**config.mk**
```make
export PLATFORM = sky130hd
export DESIGN_NAME = ks_serial_add_ctrl
export DESIGN_NICKNAME = d
export VERILOG_FILES = /design/src/rtl/ks_pkg.sv /design/src/rtl/ks_add4.sv /design/src/rtl/ks_serial_add_ctrl.sv
export SDC_FILE = /design/constraint.sdc
export NUM_CORES = 1
export LEC_CHECK = 0
export ABC_AREA = 0
export CAP_MARGIN = 20
export CELL_PAD_IN_SITES_DETAIL_PLACEMENT = 1
export CELL_PAD_IN_SITES_GLOBAL_PLACEMENT = 1
export CORE_ASPECT_RATIO = 0.8
export CORE_UTILIZATION = 40
export CTS_BUF_LIST = sky130_fd_sc_hd__clkbuf_16
export CTS_CLUSTER_SIZE = 24
export DETAILED_ROUTE_END_ITERATION = 10
export GPL_ROUTABILITY_DRIVEN = 1
export GPL_TIMING_DRIVEN = 0
export HOLD_SLACK_MARGIN = 0.08
export PLACE_DENSITY = 0.77
export SKIP_CTS_REPAIR_TIMING = 1
export SLEW_MARGIN = 10
export SYNTH_ARGS = -nofsm -noshare
export SYNTH_HDL_FRONTEND = slang
export SYNTH_HIERARCHICAL = 1
export SYNTH_SLANG_ARGS = --single-unit
```
**constraint.sdc**
```tcl
create_clock -name clk -period 5.85 [get_ports clk]
set_clock_uncertainty 0.2 [all_clocks]
set_input_delay 1.17 -clock clk [delete_from_list [all_inputs] [get_ports clk]]
set_output_delay 1.17 -clock clk [all_outputs]
set_load 0.01 [all_outputs]
```
**src/rtl/ks_pkg.sv**
```systemverilog
// Shared types and sizing helpers for the serial Kogge-Stone adder controller.
package ks_pkg;

  localparam int SLICE_W = 4;

  typedef enum logic [1:0] {
    ST_IDLE = 2'd0,
    ST_RUN  = 2'd1,
    ST_DONE = 2'd2
  } state_t;

  function automatic int idx_width(input int nslice);
    int w;
    w = $clog2(nslice);
    return (w < 1) ? 1 : w;
  endfunction

endpackage

```
**src/rtl/ks_add4.sv**
```systemverilog
// Combinational 4-bit Kogge-Stone adder: two prefix levels, carry-in folded in at the end.
module ks_add4 (
  input  logic [3:0] a,
  input  logic [3:0] b,
  input  logic       cin,
  output logic [3:0] s,
  output logic       cout
);

  logic [3:0] g0, p0, g1, p1, g2, p2;
  logic [4:0] c;

  assign g0 = a & b;
  assign p0 = a ^ b;

  // Level 1 combines span 1, level 2 span 2, giving full 4-bit group terms.
  assign g1[0] = g0[0];
  assign p1[0] = p0[0];
  assign g1[3:1] = g0[3:1] | (p0[3:1] & g0[2:0]);
  assign p1[3:1] = p0[3:1] & p0[2:0];

  assign g2[1:0] = g1[1:0];
  assign p2[1:0] = p1[1:0];
  assign g2[3:2] = g1[3:2] | (p1[3:2] & g1[1:0]);
  assign p2[3:2] = p1[3:2] & p1[1:0];

  assign c[0]   = cin;
  assign c[4:1] = g2 | (p2 & {4{cin}});

  assign s    = p0 ^ c[3:0];
  assign cout = c[4];

endmodule

```
**src/rtl/ks_serial_add_ctrl.sv**
```systemverilog
// Wide adder that time-shares one 4-bit Kogge-Stone slice, one nibble per cycle LSB first.
module ks_serial_add_ctrl
  import ks_pkg::*;
#(
  parameter int WIDTH = 16
) (
  input  logic             clk,
  input  logic             rst_n,
  input  logic             abort,
  input  logic             in_valid,
  output logic             in_ready,
  input  logic [WIDTH-1:0] a,
  input  logic [WIDTH-1:0] b,
  input  logic             cin,
  output logic             out_valid,
  input  logic             out_ready,
  output logic [WIDTH-1:0] sum,
  output logic             cout,
  output logic             ovf,
  output logic             busy
);

  localparam int NSLICE = WIDTH / SLICE_W;
  localparam int IW     = idx_width(NSLICE);

  if ((WIDTH % SLICE_W) != 0 || WIDTH < 8) begin : g_width_chk
    $error("ks_serial_add_ctrl: WIDTH must be a multiple of 4 and at least 8");
  end

  state_t               state;
  logic [IW-1:0]        idx;
  logic [WIDTH-1:0]     a_reg, b_reg;
  logic                 carry;
  logic [SLICE_W-1:0]   sl_a, sl_b, sl_s;
  logic                 sl_co;
  logic                 last, accept;

  assign sl_a   = a_reg[SLICE_W*idx +: SLICE_W];
  assign sl_b   = b_reg[SLICE_W*idx +: SLICE_W];
  assign last   = (idx == IW'(NSLICE - 1));
  assign busy   = (state == ST_RUN);
  assign in_ready = (state == ST_IDLE) | ((state == ST_DONE) & out_ready);
  assign accept = in_valid & in_ready;

  ks_add4 u_slice (
    .a    (sl_a),
    .b    (sl_b),
    .cin  (carry),
    .s    (sl_s),
    .cout (sl_co)
  );

  always_ff @(posedge clk or negedge rst_n) begin
    if (!rst_n) begin
      state     <= ST_IDLE;
      idx       <= '0;
      a_reg     <= '0;
      b_reg     <= '0;
      carry     <= 1'b0;
      out_valid <= 1'b0;
      sum       <= '0;
      cout      <= 1'b0;
      ovf       <= 1'b0;
    end else if (abort) begin
      state     <= ST_IDLE;
      out_valid <= 1'b0;
      idx       <= '0;
      carry     <= 1'b0;
    end else begin
      case (state)
        ST_IDLE: begin
          if (accept) begin
            a_reg <= a;
            b_reg <= b;
            carry <= cin;
            idx   <= '0;
            state <= ST_RUN;
          end
        end
        ST_RUN: begin
          sum[SLICE_W*idx +: SLICE_W] <= sl_s;
          carry <= sl_co;
          idx   <= idx + 1'b1;
          if (last) begin
            state     <= ST_DONE;
            out_valid <= 1'b1;
            cout      <= sl_co;
            // sl_s[3] is the new sum MSB on the final slice.
            ovf       <= (a_reg[WIDTH-1] == b_reg[WIDTH-1]) & (sl_s[SLICE_W-1] != a_reg[WIDTH-1]);
          end
        end
        ST_DONE: begin
          if (accept) begin
            a_reg     <= a;
            b_reg     <= b;
            carry     <= cin;
            idx       <= '0;
            out_valid <= 1'b0;
            state     <= ST_RUN;
          end else if (out_ready) begin
            out_valid <= 1'b0;
            state     <= ST_IDLE;
          end
        end
        default: begin
          state     <= ST_IDLE;
          out_valid <= 1'b0;
        end
      endcase
    end
  end

endmodule

```
==> results by stage <==
Synthesis:
- Counting instances in the post-synthesis netlist gives the leading cell types as sky130_fd_sc_hd__dfrtp_1 (56), sky130_fd_sc_hd__mux2_4 (30), sky130_fd_sc_hd__nand2_1 (27).
- After synthesis, the share of flip-flops with an asynchronous set or reset is between 90% and 100%.
- A synthesized cell averages 13.51 um^2.
- The most instantiated flip-flop cell in the synthesis netlist is sky130_fd_sc_hd__dfrtp_1.
- The number of nets handed over by synthesis was 259.
- The count of warnings emitted by yosys is 6.
- The cell type with the highest aggregate area in the netlist is sky130_fd_sc_hd__dfrtp_1.
- The number of flops mapped to enable cells by yosys is 0.
- In the post-synthesis netlist, the biggest area contributors are sky130_fd_sc_hd__dfrtp_1 (49%), sky130_fd_sc_hd__mux2_4 (16%), sky130_fd_sc_hd__mux4_2 (6.4%).
- The leading cell type by number of instances after synthesis is sky130_fd_sc_hd__dfrtp_1.
- The cell count after synthesis came out at 210.
- The area share of the leading cell type in the synthesized netlist is between 40% and 50%.
- The register area share after synthesis is between 40% and 50%.
- The summed instance area of the synthesized netlist is approximately 0.0028 mm^2.
- The distinct cell type count of the synthesized netlist is 35.
- The post-synthesis register bit count is 56.

Worst hold path:
- The worst hold path belongs to the class reg2reg.
- The critical hold path startpoint is sum[6].

Timing:
- Headroom to the max-slew limit came out at roughly 58%.
- The time the final worst path needs with I/O delays and setup is 3.789 ns.
- Setup total negative slack on the finished layout was measured at 0 ns.
- The final count of pins violating max slew is 0.
- Setup violations remaining at the end of the flow were counted as 0.
- Setup repair after global routing left no endpoint under its margin.
- For this run, the top clock speed supported by timing is ~260 MHz.
- The pin slew with the least headroom to its limit is 0.6341 ns.
- The count of final hold-check violations is 0.
- The ratio of final minimum period to clock period is about two thirds.
- The final worst-path setup slack is around 2.1 ns.

Floorplan:
- The core area is 0.006858 mm^2.
- The number of ports placed on the die boundary is 59.
- The floorplan step set the die width to just under 100 um.
- The floorplan die area is approximately 0.0074 mm^2.
- From bottom edge to top edge, the die measures ~77 um.
- The starting density of the core is between 40% and 50%.
- The initialized floorplan defines 27 standard-cell rows.

Worst setup path:
- The classification of the worst setup path is in2out.
- The source of the worst register-to-register timing path is idx[0].
- At the worst endpoint, the required time is ~4.5 ns.
- Along the worst path, the maximum fanout reaches 4.
- STA classifies the critical path endpoint as a primary output.
- The data arrival time at the worst-slack endpoint is about 2.4 ns.
- The kind of start point of the critical path is a primary input.
- In this run the worst setup path begins at out_ready.

Clock tree:
- The clock-pin transition on the worst setup and hold timing paths is 0.07 ns.
- The number of levels the H-tree was split into is 2.
- The insertion delay of the later-clocked pin in the worst-skew pair is between 0.2 and 0.3 ns.
- The clock tree root driver cell is sky130_fd_sc_hd__clkbuf_16.
- TritonCTS built the clock tree.
- No sink is reached through more buffers than the 2 on the longest clock path.
- For this design, the sink count on the clock tree is 56.
- The number of buffers inserted during clock tree synthesis is 5.

GRT:
- The via count of the first global-routing pass is 2064.
- The maximum number of pins on one net before global-route repair is 36.
- The first global-routing pass estimated about 11000 um of wire.
- The layer flagged by global routing as most heavily used is met2.
- Summed over all layers, the global routing overflow is 0.
- The met3 track demand over resource is under 10%.
- The number of antenna violations at the first check in global routing is 0.
- The fraction of met1 tracks used by global routing is around 26%.
- The met2 usage is a little under a third.
- The total routing resource utilization after global routing is between 10% and 20%.

Layout:
- The net count of the finished layout is approximately 330.
- The repair_antennas step left the layout with diodes totalling 0.
- Relative to the synthesized area, the layout overhead comes to 30.75%.
- The final core utilization is between 50% and 60%.
- Once layout is complete, the cells apart from fillers number about 360.
- Of the cells placed in the final design, the portion with a size suffix greater than 1 is 21.66%.

Outcome:
- The run finished with clean final reports.

Drt:
- Dividing the detail-routed wire length by the instance count gives 17.45 um.
- After detailed routing, the total wire length is between 6000 and 7000 um.
- The violation count after the first detailed-routing iteration is 50.
- After detailed routing, the number of vias per cell comes to ~5.1.
- The number of nets with antenna violations after detailed routing is 0.
- The detailed router placed 1871 vias in this run.
- The total DRC errors in the routed layout is 0.
- The count of TritonRoute iterations in the first routing pass is 3.

Place:
- The post-placement cell count is 356.
- Routability-driven placement finished with a final weighted congestion of between 0.7 and 0.8.
- OpenSTA, run right after detailed placement, puts the worst setup slack at 2.062 ns.
- Detailed placement ended at an HPWL of 4821 um.
- Port buffering added between 50 and 60 buffers.

Power and ir drop:
- VDD sags by at most 130.1 uV.
- The analysis attributes to cell leakage a power of around 1.7 nW.
- The design draws about 1.2 mW.
- In this run the power density over the cells is around 320 mW/mm^2.

Job:
- Across the run, the number of max-cap violations was 0.
-- through the flow --
stage / hold WS, ns / cell area [um^2]
2_1_floorplan: 0.2746 / 2836
3_3_place_gp: 0.2627 / 3526
3_5_place_dp: 0.2757 / 3541
4_1_cts: 0.2917 / 3709
5_1_grt: 0.3137 / 3709
6_report: 0.2844 / 3709
-- cell usage in the layout, fill, tap and decap left out, types with 2 or more instances in the layout --
| master | netlist | layout |
|---|---|---|
| sky130_fd_sc_hd__nor2_1 | 4 | 4 |
| sky130_fd_sc_hd__o21ai_0 | 13 | 13 |
| sky130_fd_sc_hd__a21o_1 | 4 | 4 |
| sky130_fd_sc_hd__nand4bb_1 | 4 | 4 |
| sky130_fd_sc_hd__dfrtp_1 | 56 | 56 |
| sky130_fd_sc_hd__nor2b_1 | 2 | 2 |
| sky130_fd_sc_hd__inv_1 | 3 | 4 |
| sky130_fd_sc_hd__mux4_2 | 8 | 8 |
| sky130_fd_sc_hd__clkbuf_16 | 0 | 5 |
| sky130_fd_sc_hd__clkbuf_1 | 5 | 5 |
| sky130_fd_sc_hd__a22o_1 | 4 | 4 |
| sky130_fd_sc_hd__a21oi_1 | 6 | 6 |
| sky130_fd_sc_hd__buf_2 | 4 | 5 |
| sky130_fd_sc_hd__nand3b_1 | 2 | 2 |
| sky130_fd_sc_hd__nand2_1 | 27 | 27 |
| sky130_fd_sc_hd__nand2b_1 | 2 | 2 |
| sky130_fd_sc_hd__mux2_2 | 4 | 4 |
| sky130_fd_sc_hd__xor2_1 | 2 | 2 |
| sky130_fd_sc_hd__clkdlybuf4s50_1 | 0 | 57 |
| sky130_fd_sc_hd__nor3b_1 | 3 | 3 |
| sky130_fd_sc_hd__mux2_4 | 30 | 30 |
| sky130_fd_sc_hd__buf_8 | 3 | 3 |
| sky130_fd_sc_hd__ha_1 | 10 | 10 |
-- layout make-up --
type,instances,area [um^2]
repair buffers,59,595.6
inverters,3,11.26
flip-flops and latches,56,1401
clock buffers,5,125.1
clock inverters,3,42.54
multi-input cells,138,1329
plain buffers,13,95.09
well taps,87,108.9
fillers,703,3149
-- cells by family (layout without fill, tap and decap cells) --
family / after synthesis / after routing / synth area share [%]
mux: 43 / 43 / 24.17
compound gates: 34 / 34 / 7.764
xor+xnor: 3 / 3 / 0.9265
flops: 56 / 56 / 49.40
buf+inv: 16 / 83 / 3.749
fa+ha+maj: 11 / 11 / 5.117
simple gates: 47 / 47 / 8.866
-- worst max-delay path: stages --
cell and delay (ns):
sky130_fd_sc_hd__clkdlybuf4s50_1 0.53, sky130_fd_sc_hd__nor2b_1 0.08, sky130_fd_sc_hd__nor2_1 0.10, sky130_fd_sc_hd__clkdlybuf4s50_1 0.54
-- per-layer routing --
metal	wire length, um	up-vias
met1	2915	941
met5	0	-
met2	3187	43
li1	-	881
met4	40	0
met3	208	6
-- path summary, 6_finish.rpt --
path                            end  slack, ns  depth (start not counted)
setup / recovery           in_ready       2.06                          4
hold / removal               sum[6]       0.28                          2
setup reg to reg                ovf       2.37                          9
hold reg to reg              sum[6]       0.28                          2
max in group asynchronous  b_reg[5]       4.21                          2
min in group asynchronous    sum[1]       0.66                          1
-- report_power, final --
part           switching [mW]  total (mW)  internal (mW)
clock                   0.139       0.342          0.202
sequential             0.0408       0.491          0.450
combinational           0.161       0.354          0.194
total                   0.341        1.19          0.846
Note: power is estimated with default switching activity, not from simulation.
